<file path="config.mk">
export PLATFORM = sky130hd
export DESIGN_NAME = io_bank
export DESIGN_NICKNAME = d
export VERILOG_FILES = /design/src/rtl/io_pkg.sv /design/src/rtl/io_debounce.sv /design/src/rtl/io_bank.sv
export SDC_FILE = /design/constraint.sdc
export NUM_CORES = 1
export LEC_CHECK = 0
export ABC_AREA = 0
export BUFFER_PORTS_ARGS = -buffer_cell sky130_fd_sc_hd__buf_2
export CORE_AREA = 2 2 121 94
export DETAILED_ROUTE_END_ITERATION = 16
export DIE_AREA = 0 0 123 96
export GPL_TIMING_DRIVEN = 0
export PLACE_DENSITY = 0.77
export SKIP_LAST_GASP = 1
export SLEW_MARGIN = 10
export SYNTH_ARGS = -nofsm -noshare
export SYNTH_HDL_FRONTEND = slang
export SYNTH_SLANG_ARGS = --single-unit
</file>
<file path="constraint.sdc">
create_clock -name i_clk -period 2 [get_ports i_clk]
set_input_delay 0.4 -clock i_clk [delete_from_list [all_inputs] [get_ports i_clk]]
set_output_delay 0.4 -clock i_clk [all_outputs]
set_load 0.01 [all_outputs]
</file>
<file path="src/rtl/io_pkg.sv">
// Shared constants for the io_bank peripheral: register window offsets,
// data width and debounce counter width.
package io_pkg;
    localparam int IO_WIDTH = 8;
    localparam int CNT_W    = 16;

    localparam logic [5:0] OFF_OUT  = 6'h00;
    localparam logic [5:0] OFF_IN   = 6'h10;
    localparam logic [5:0] OFF_FLAG = 6'h20;
    localparam logic [5:0] OFF_MASK = 6'h30;
endpackage

</file>
<file path="src/rtl/io_debounce.sv">
// One 8-bit input port: 2-flop synchroniser, shared stability counter and
// debounced value; o_change flags bits that the debounced value flips this edge.
module io_debounce
    import io_pkg::*;
#(
    parameter int DEBOUNCE_CYCLES = 16
) (
    input  logic                i_clk,
    input  logic                i_reset,
    input  logic [IO_WIDTH-1:0] i_pins,
    output logic [IO_WIDTH-1:0] o_deb,
    output logic [IO_WIDTH-1:0] o_change
);
    localparam logic [CNT_W-1:0] LIMIT = CNT_W'(DEBOUNCE_CYCLES);

    logic [IO_WIDTH-1:0] s1_q, s2_q, prev_q, deb_q, deb_d;
    logic [CNT_W-1:0]    cnt_q, cnt_d;

    always_comb begin
        cnt_d = cnt_q;
        deb_d = deb_q;
        // Any bit moving restarts the window for the whole port.
        if (s2_q != prev_q) begin
            cnt_d = CNT_W'(1);
        end else if (cnt_q < LIMIT) begin
            cnt_d = cnt_q + CNT_W'(1);
        end
        if ((cnt_q == LIMIT) && (s2_q == prev_q)) begin
            deb_d = prev_q;
        end
    end

    always_ff @(posedge i_clk) begin
        if (i_reset) begin
            s1_q   <= '0;
            s2_q   <= '0;
            prev_q <= '0;
            cnt_q  <= '0;
            deb_q  <= '0;
        end else begin
            s1_q   <= i_pins;
            s2_q   <= s1_q;
            prev_q <= s2_q;
            cnt_q  <= cnt_d;
            deb_q  <= deb_d;
        end
    end

    assign o_deb    = deb_q;
    assign o_change = deb_d ^ deb_q;
endmodule

</file>
<file path="src/rtl/io_bank.sv">
// Memory-mapped I/O bank: NUM_OUT output registers, NUM_IN debounced inputs
// with sticky W1C change flags, per-port masks and a registered interrupt.
module io_bank
    import io_pkg::*;
#(
    parameter int          NUM_OUT         = 2,
    parameter int          NUM_IN          = 2,
    parameter logic [7:0]  BASE_ADDR       = 8'h00,
    parameter int          DEBOUNCE_CYCLES = 16
) (
    input  logic                         i_clk,
    input  logic                         i_reset,
    input  logic [IO_WIDTH-1:0]          i_bus,
    output logic [IO_WIDTH-1:0]          o_bus,
    output logic                         o_busNOE,
    input  logic                         i_ioSelect,
    input  logic [7:0]                   i_ioAddress,
    input  logic                         i_ioNOE,
    input  logic                         i_ioNWE,
    output logic [IO_WIDTH*NUM_OUT-1:0]  o_output,
    input  logic [IO_WIDTH*NUM_IN-1:0]   i_switches,
    output logic                         o_irq
);
    logic [IO_WIDTH-1:0] out_q  [NUM_OUT];
    logic [IO_WIDTH-1:0] out_d  [NUM_OUT];
    logic [IO_WIDTH-1:0] flag_q [NUM_IN];
    logic [IO_WIDTH-1:0] flag_d [NUM_IN];
    logic [IO_WIDTH-1:0] mask_q [NUM_IN];
    logic [IO_WIDTH-1:0] mask_d [NUM_IN];
    logic [IO_WIDTH-1:0] deb    [NUM_IN];
    logic [IO_WIDTH-1:0] chg    [NUM_IN];
    logic                irq_q, irq_d;

    logic                hit, valid, wr;
    logic [3:0]          k;
    logic [1:0]          grp;
    logic [IO_WIDTH-1:0] rd;

    for (genvar g = 0; g < NUM_IN; g++) begin : g_in
        io_debounce #(.DEBOUNCE_CYCLES(DEBOUNCE_CYCLES)) u_deb (
            .i_clk    (i_clk),
            .i_reset  (i_reset),
            .i_pins   (i_switches[IO_WIDTH*g +: IO_WIDTH]),
            .o_deb    (deb[g]),
            .o_change (chg[g])
        );
    end

    for (genvar g = 0; g < NUM_OUT; g++) begin : g_out
        assign o_output[IO_WIDTH*g +: IO_WIDTH] = out_q[g];
    end

    assign hit = i_ioSelect && (i_ioAddress[7:6] == BASE_ADDR[7:6]);
    assign k   = i_ioAddress[3:0];
    assign grp = i_ioAddress[5:4];

    always_comb begin
        valid = 1'b0;
        if (grp == OFF_OUT[5:4]) begin
            valid = hit && (int'(k) < NUM_OUT);
        end else begin
            valid = hit && (int'(k) < NUM_IN);
        end
    end

    assign wr = valid && !i_ioNWE;

    always_comb begin
        rd = '0;
        for (int i = 0; i < NUM_OUT; i++) begin
            if (grp == OFF_OUT[5:4] && k == 4'(i)) rd = out_q[i];
        end
        for (int i = 0; i < NUM_IN; i++) begin
            if (k == 4'(i)) begin
                if (grp == OFF_IN[5:4])   rd = deb[i];
                if (grp == OFF_FLAG[5:4]) rd = flag_q[i];
                if (grp == OFF_MASK[5:4]) rd = mask_q[i];
            end
        end
    end

    assign o_bus    = valid ? rd : '0;
    assign o_busNOE = ~valid | i_ioNOE;

    always_comb begin
        irq_d = 1'b0;
        for (int i = 0; i < NUM_OUT; i++) begin
            out_d[i] = out_q[i];
            if (wr && grp == OFF_OUT[5:4] && k == 4'(i)) out_d[i] = i_bus;
        end
        for (int i = 0; i < NUM_IN; i++) begin
            mask_d[i] = mask_q[i];
            flag_d[i] = flag_q[i];
            if (wr && grp == OFF_MASK[5:4] && k == 4'(i)) mask_d[i] = i_bus;
            if (wr && grp == OFF_FLAG[5:4] && k == 4'(i)) flag_d[i] = flag_q[i] & ~i_bus;
            // Hardware set is applied after the clear so a colliding edge is kept.
            flag_d[i] = flag_d[i] | chg[i];
            irq_d     = irq_d | (|(flag_q[i] & mask_q[i]));
        end
    end

    always_ff @(posedge i_clk) begin
        if (i_reset) begin
            for (int i = 0; i < NUM_OUT; i++) out_q[i] <= '0;
            for (int i = 0; i < NUM_IN; i++) begin
                flag_q[i] <= '0;
                mask_q[i] <= '0;
            end
            irq_q <= 1'b0;
        end else begin
            for (int i = 0; i < NUM_OUT; i++) out_q[i] <= out_d[i];
            for (int i = 0; i < NUM_IN; i++) begin
                flag_q[i] <= flag_d[i];
                mask_q[i] <= mask_d[i];
            end
            irq_q <= irq_d;
        end
    end

    assign o_irq = irq_q;
endmodule

</file>
Word-level counts from Yosys, hierarchy flattened
Memory sizes are Yosys's and may differ from the RTL's.
Index checks and enable logic that the tools add are counted.
{"block": "op_classes", "add_sub_neg": 2, "order_cmp": 3, "eq_ne": 10, "n_mux": 32, "bitwise_logic": 18, "reduce_logical": 26}
{"cell": "2-to-1 mux 8 bit", "count": 25}
{"cell": "adder 16 x 1 -> 16 bit, second input constant", "count": 2}
{"cell": "bitwise AND 8 bit", "count": 4}
{"cell": "equality test 16 x 5 -> 1 bit, second input constant", "count": 2}
{"cell": "less-than comparator 16 x 5 -> 1 bit, second input constant", "count": 2}
{"cell": "equality test 8 bit", "count": 2}
{"cell": "logical AND 1 bit", "count": 16}
{"cell": "inequality test 8 bit", "count": 2}
{"cell": "bitwise OR 8 bit", "count": 2}
{"cell": "OR reduction 8 bit", "count": 2}
{"cell": "bitwise XOR 8 bit", "count": 2}
{"cell": "inverter 8 bit", "count": 1}
{"cell": "bitwise OR 1 bit", "count": 8}
{"cell": "2-to-1 mux 1 bit", "count": 7}
{"cell": "equality test 2 bit, second input constant", "count": 2}
{"cell": "equality test 4 x 1 -> 1 bit, second input constant", "count": 1}
{"cell": "logical NOT 2 bit", "count": 2}
{"cell": "logical NOT 4 bit", "count": 1}
{"cell": "less-than comparator 4 x 2 -> 1 bit, second input constant", "count": 1}
{"cell": "nonzero test 2 bit", "count": 2}
{"cell": "OR reduction 2 bit", "count": 2}
{"cell": "equality test 2 x 1 -> 1 bit, second input constant", "count": 1}
{"cell": "logical NOT 1 bit", "count": 1}
{"cell": "inverter 1 bit", "count": 1}
{"block": "word_totals", "regBits": 97, "ram_bits": 48, "input_bits": 37, "output_inout_bits": 26, "wordCells": 107, "n_memories": 3}
{"memory": "flag_q", "words": 2, "width": 8, "read_ports": 2, "rd_clocked_by_memory_dff": 0, "write_ports": 2, "line": "io_bank.sv:26", "source": "logic [IO_WIDTH-1:0] flag_q [NUM_IN];"}
{"memory": "mask_q", "words": 2, "width": 8, "read_ports": 2, "rd_clocked_by_memory_dff": 0, "write_ports": 2, "line": "io_bank.sv:28", "source": "logic [IO_WIDTH-1:0] mask_q [NUM_IN];"}
{"memory": "out_q", "words": 2, "width": 8, "read_ports": 2, "rd_clocked_by_memory_dff": 0, "write_ports": 2, "line": "io_bank.sv:24", "source": "logic [IO_WIDTH-1:0] out_q [NUM_OUT];"}

Logic depth before layout (Yosys ltp)
{"block": "depth", "ltp_word": 13, "ltp_mapped": 7, "mapped_depth_nobuf": 6}

By module
A second synthesis with hierarchy kept.
{"block": "unflattened", "hier_cells": 643, "hier_area_um2": 6221.0}
{"module": "io_debounce", "instances": 2, "cells_per_inst": 174, "area_per_inst_um2": 1799.2, "seq_area_each_um2": 960.9}
{"module": "io_bank", "instances": 1, "cells_per_inst": 295, "area_per_inst_um2": 2622.5, "seq_area_each_um2": 980.9}

Worst setup path before layout
No wires, ideal clock.
{"block": "synth_path", "kind": "in2out", "start": "in i_ioAddress[7]", "end": "out o_busNOE", "arrival_time_ns": 1.485, "required_ns": 1.600, "path_slack_ns": 0.115, "path_stages": 3, "n_path_buf": 0, "cell_sequence": "nor4b_4 > nand2_1 > or2_2"}
{"block": "synth_between", "elab_chain_len": 5}
{"item": "start: declaration", "line": "io_bank.sv:17", "source": "input logic [7:0] i_ioAddress,"}
{"item": "logical NOT 2 bit", "line": "io_bank.sv:53", "source": "assign hit = i_ioSelect && (i_ioAddress[7:6] == BASE_ADDR[7:6]);"}
{"item": "logical AND 1 bit", "line": "io_bank.sv:53"}
{"item": "logical AND 1 bit", "line": "io_bank.sv:60, io_bank.sv:62"}
{"item": "inverter 1 bit", "line": "io_bank.sv:83", "source": "assign o_busNOE = ~valid | i_ioNOE;"}
{"item": "bitwise OR 1 bit", "line": "io_bank.sv:83"}
{"item": "end: declaration", "line": "io_bank.sv:15", "source": "output logic o_busNOE,"}
No other way between the ends.

Worst setup path after layout
{"block": "layout_path", "start": "reg g_in[0].u_deb.deb_q[7]", "end": "out o_bus[7]"}
{"block": "layout_between", "elab_chain_len": 9}
{"item": "start: declaration", "line": "io_debounce.sv:16", "source": "logic [IO_WIDTH-1:0] s1_q, s2_q, prev_q, deb_q, deb_d;"}
{"item": "start signal: assignment", "line": "io_debounce.sv:39", "source": "deb_q <= '0;"}
{"item": "start signal: assignment", "line": "io_debounce.sv:45", "source": "deb_q <= deb_d;"}
{"item": "2-to-1 mux 8 bit *", "line": "io_bank.sv:75", "source": "if (grp == OFF_IN[5:4]) rd = deb[i];"}
{"item": "2-to-1 mux 8 bit *", "line": "io_bank.sv:76", "source": "if (grp == OFF_FLAG[5:4]) rd = flag_q[i];"}
{"item": "2-to-1 mux 8 bit *", "line": "io_bank.sv:77", "source": "if (grp == OFF_MASK[5:4]) rd = mask_q[i];"}
{"item": "2-to-1 mux 8 bit *", "line": "io_bank.sv:74", "source": "if (k == 4'(i)) begin"}
{"item": "2-to-1 mux 8 bit", "line": "io_bank.sv:75"}
{"item": "2-to-1 mux 8 bit", "line": "io_bank.sv:76"}
{"item": "2-to-1 mux 8 bit", "line": "io_bank.sv:77"}
{"item": "2-to-1 mux 8 bit *", "line": "io_bank.sv:74"}
{"item": "2-to-1 mux 8 bit *", "line": "io_bank.sv:82", "source": "assign o_bus = valid ? rd : '0;"}
{"item": "end: declaration", "line": "io_bank.sv:14", "source": "output logic [IO_WIDTH-1:0] o_bus,"}
Mark *: on every way between the ends. The rest lies on a longest branch, timed or not.

==> run_summary.xml <==
<?xml version="1.0" encoding="UTF-8"?>
<metrics>
  <group name="clock_tree">
    <metric name="cts_inserted_buffers" unit="">17</metric>
    <metric name="cts.sinks" unit="">145</metric>
    <metric name="tritoncts_clock_tree" unit="">done</metric>
    <metric name="h_tree_depth" unit="">4</metric>
    <metric name="clock_tree.root_cell" unit="">clkbuf_16</metric>
    <metric name="clk_path_buf_depth" unit="">2</metric>
    <metric name="hold_buffers" unit="">0</metric>
    <metric name="clock_insertion_delay_worst_skew" unit="ps">420</metric>
    <metric name="cts.clk_slew.worst_paths" unit="ps">60</metric>
  </group>
  <group name="synth">
    <metric name="netlist.top_cell.by_area" unit="">dfxtp_1</metric>
    <metric name="netlist-cell-type-count" unit="">47</metric>
    <metric name="synthFlopType" unit="">dfxtp_1</metric>
    <metric name="synth-edff-count" unit="">0</metric>
    <metric name="synth_nets" unit="">626</metric>
    <metric name="ys_seq_area_frac" unit="">0.484</metric>
    <metric name="postSynthCellCount" unit="">585</metric>
    <metric name="post_synth_main_area_contributors" unit="">dfxtp_1, mux2i_1, nor2b_1</metric>
    <metric name="post_synth.cell_area_avg" unit="um2">10.3</metric>
    <metric name="synthArstFlopShare" unit="">0</metric>
    <metric name="syn_area" unit="um2">6000</metric>
    <metric name="ys.warnings.count" unit="">0</metric>
    <metric name="postSynthRegisterBits" unit="">145</metric>
    <metric name="synth.top_cell.area_share" unit="">0.484</metric>
  </group>
  <group name="detailed_routing">
    <metric name="detailroute.via_count" unit="">4951</metric>
    <metric name="drt-wirelength-per-cell" unit="um">18.6</metric>
    <metric name="first_pass_iters" unit="">5</metric>
    <metric name="viasPerCell" unit="">5.98</metric>
    <metric name="finalWirelength" unit="um">15400</metric>
    <metric name="initialDrtViolationCount" unit="">355</metric>
    <metric name="route.detailed.drc" unit="">0</metric>
    <metric name="final_antenna_net_count" unit="">0</metric>
  </group>
  <group name="sta">
    <metric name="period_share" unit="">0.990</metric>
    <metric name="finalHoldViolations" unit="">0</metric>
    <metric name="finalCriticalPeriod" unit="ps">1980</metric>
    <metric name="timing.final.setup_violations" unit="">0</metric>
    <metric name="rsz0062_at_grt" unit="">yes</metric>
    <metric name="finClkSkew" unit="ps">6.15</metric>
    <metric name="final_max_slew_viols" unit="">0</metric>
    <metric name="worst_pin_slew" unit="ps">674</metric>
    <metric name="max_freq" unit="MHz">505</metric>
    <metric name="relSlewSlack" unit="">0.549</metric>
    <metric name="layout_setup_ws" unit="ps">20.4</metric>
    <metric name="worst_hold_slack" unit="ps">190</metric>
  </group>
  <group name="die">
    <metric name="ios" unit="">63</metric>
    <metric name="start_util" unit="">0.563</metric>
    <metric name="die_width" unit="um">123</metric>
    <metric name="core.rowCount" unit="">33</metric>
    <metric name="die_y" unit="um">96</metric>
    <metric name="core_region_area" unit="um2">10700</metric>
    <metric name="die-area" unit="um2">11800</metric>
  </group>
  <group name="pwr">
    <metric name="cellPowerDensity" unit="nW/um2">939</metric>
    <metric name="p_leak" unit="nW">2.97</metric>
    <metric name="irDropWorstVdd" unit="V">0.000749</metric>
  </group>
  <group name="global_route">
    <metric name="grt_use_total" unit="">0.269</metric>
    <metric name="grt.overflow.total" unit="">0</metric>
    <metric name="grt_start_max_net_pins" unit="">17</metric>
    <metric name="first_global_vias" unit="">4743</metric>
    <metric name="grt_first_pass_wirelength" unit="um">23800</metric>
    <metric name="grt_antenna_before_repair" unit="">0</metric>
  </group>
  <group name="final_layout">
    <metric name="drive_gt1_frac" unit="">0.227</metric>
    <metric name="fin_nets" unit="">716</metric>
    <metric name="antennaDiodeCount" unit="">0</metric>
    <metric name="layout.core_utilization" unit="">0.691</metric>
    <metric name="area_growth_syn_to_layout" unit="%">22.8</metric>
  </group>
  <group name="flow_run">
    <metric name="maxCapViolCount" unit="">0</metric>
  </group>
  <group name="hold_path">
    <metric name="worst_hold_path_type" unit="">in2reg</metric>
  </group>
  <group name="worst_setup_path">
    <metric name="critical_path_required" unit="ps">1600</metric>
    <metric name="crit_path_start_kind" unit="">flop</metric>
    <metric name="capturing_element_type_of_the_critical_path" unit="">primary output</metric>
    <metric name="crit_arrival" unit="ps">1580</metric>
    <metric name="worst-setup-path-type" unit="">reg2out</metric>
    <metric name="worst-path-max-fanout" unit="">2</metric>
  </group>
  <group name="placement">
    <metric name="place_worst_setup_slack" unit="ps">-511</metric>
    <metric name="port-buffer-count" unit="">61</metric>
    <metric name="place.detailed.hpwl" unit="um">10400</metric>
    <metric name="gp_congestion" unit="">0.929</metric>
  </group>
  <group name="status">
    <metric name="outcome" unit="">finished clean</metric>
  </group>
</metrics>
==> report_power, final <==
group	switching [mW]	total, mW	internal (mW)	leakage, nW
Clock	1.19	3.54	2.36	0.332
Sequential	0.0303	2.96	2.93	1.18
Combinational	0.257	0.406	0.149	1.45
Total	1.47	6.91	5.44	2.97
==> layer usage <==
| metal | track usage | routed length (um) | up-vias |
|---|---|---|---|
| met5 | 0 | 0 | - |
| met2 | 0.441 | 7330 | 227 |
| met3 | 0.0658 | 1310 | 44 |
| met1 | 0.338 | 6390 | 2386 |
| met4 | 0.120 | 391 | 0 |
| li1 | - | - | 2294 |
==> layout make-up <==
class | instances | area (um2)
inverters | 7 | 26.3
clock buffers | 25 | 536
repair buffers | 71 | 409
plain buffers | 34 | 163
flip-flops and latches | 145 | 2910
well taps | 140 | 175
fillers | 794 | 3290
multi-input cells | 399 | 3000
clock inverters | 7 | 141
==> cells in the mapped netlist, types with 3 or more instances <==
cell,number
dfxtp_1,145
nor2b_1,49
mux2i_1,39
nor2_1,38
xnor2_1,34
a21oi_1,30
clkbuf_1,27
nand2_1,27
o21ai_0,25
and2_1,22
nand4_1,20
o22ai_1,16
o31ai_1,16
mux4_2,9
inv_1,7
a221o_1,6
and4_1,6
buf_2,5
or3_1,5
ha_1,4
nand3_1,4
nor3_1,4
nor4_4,4
a221oi_1,3
a22o_1,3
a22oi_1,3
a31oi_1,3
nand4_2,3
nand4_4,3
==> sequential cells by signal, indices dropped and copies added, names as in the netlist <==
register and flops:
out_q 16, g_in.u_deb.prev_q 16, flag_q 16, g_in.u_deb.cnt_q 32, o_irq 1, g_in.u_deb.s2_q 16
g_in.u_deb.o_deb 16, g_in.u_deb.s1_q 16, mask_q 16
==> kinds of logic (layout without fill, tap and decap cells) <==
kind of cell             Yosys count  in the layout  synth area share
adder cells (fa/ha/maj)            4              4           0.00835
XOR/XNOR                          34             34            0.0497
AO/OA/AOI/OAI                    109            109             0.114
multiplexers                      48             48            0.0989
buffers and inverters             41            144            0.0273
AND/OR/NAND/NOR                  204            204             0.218
flip-flops                       145            145             0.484
==> cell usage in the layout (no fill, tap or decap), drive strengths merged, types with 3 or more instances in the layout <==
master / Yosys / routed
a21oi: 30 / 30
a221o: 6 / 6
a221oi: 3 / 3
a22o: 3 / 3
a22oi: 3 / 3
a31oi: 3 / 3
and2: 22 / 22
and4: 6 / 6
buf: 7 / 78
bufinv: 0 / 4
clkbuf: 27 / 52
dfxtp: 145 / 145
ha: 4 / 4
inv: 7 / 8
mux2i: 39 / 39
mux4: 9 / 9
nand2: 27 / 27
nand3: 4 / 4
nand4: 26 / 26
nor2: 38 / 38
nor2b: 49 / 49
nor3: 6 / 6
nor4: 5 / 5
o21ai: 25 / 25
o22ai: 16 / 16
o31ai: 16 / 16
or3: 5 / 5
xnor2: 34 / 34
==> worst max-delay path: stages (launching register included) <==
cell and delay, ps:
dfxtp_4 340, mux4_2 460, a22oi_2 160, nor2_1 50, buf_2 140
==> per-stage QoR <==
stage / total power [mW] / setup TNS [ps] / instances / cell area [um2]
floorplan: 3.26 / 0 / 585 / 6000
global placement: 3.38 / -12740 / 786 / 6480
detailed placement: 3.39 / -14410 / 786 / 6480
CTS: 6.91 / 0 / 823 / 7240
global route: 7.09 / -119 / 828 / 7360
finish: 6.91 / 0 / 828 / 7360
==> repair_timing <==
item                       4_1_cts  5_1_grt
pin swaps                        3        5
setup endpoints to repair       11       23
resized for setup               15       29
buffers inserted                 5        5
==> final timing paths <==
path | slack (ps) | endpoint | startpoint | cells after the start
worst max-delay path | 20 | o_bus[7] | g_in[0].u_deb.o_deb[7] | 4
worst max register to register | 120 | flag_q[0][10] | g_in[1].u_deb.cnt_q[0] | 7
worst min register to register | 430 | g_in[1].u_deb.s2_q[6] | g_in[1].u_deb.s1_q[6] | 1
worst min-delay path | 190 | g_in[1].u_deb.s1_q[7] | i_switches[15] | 2
(Power assumes the default switching activity.)
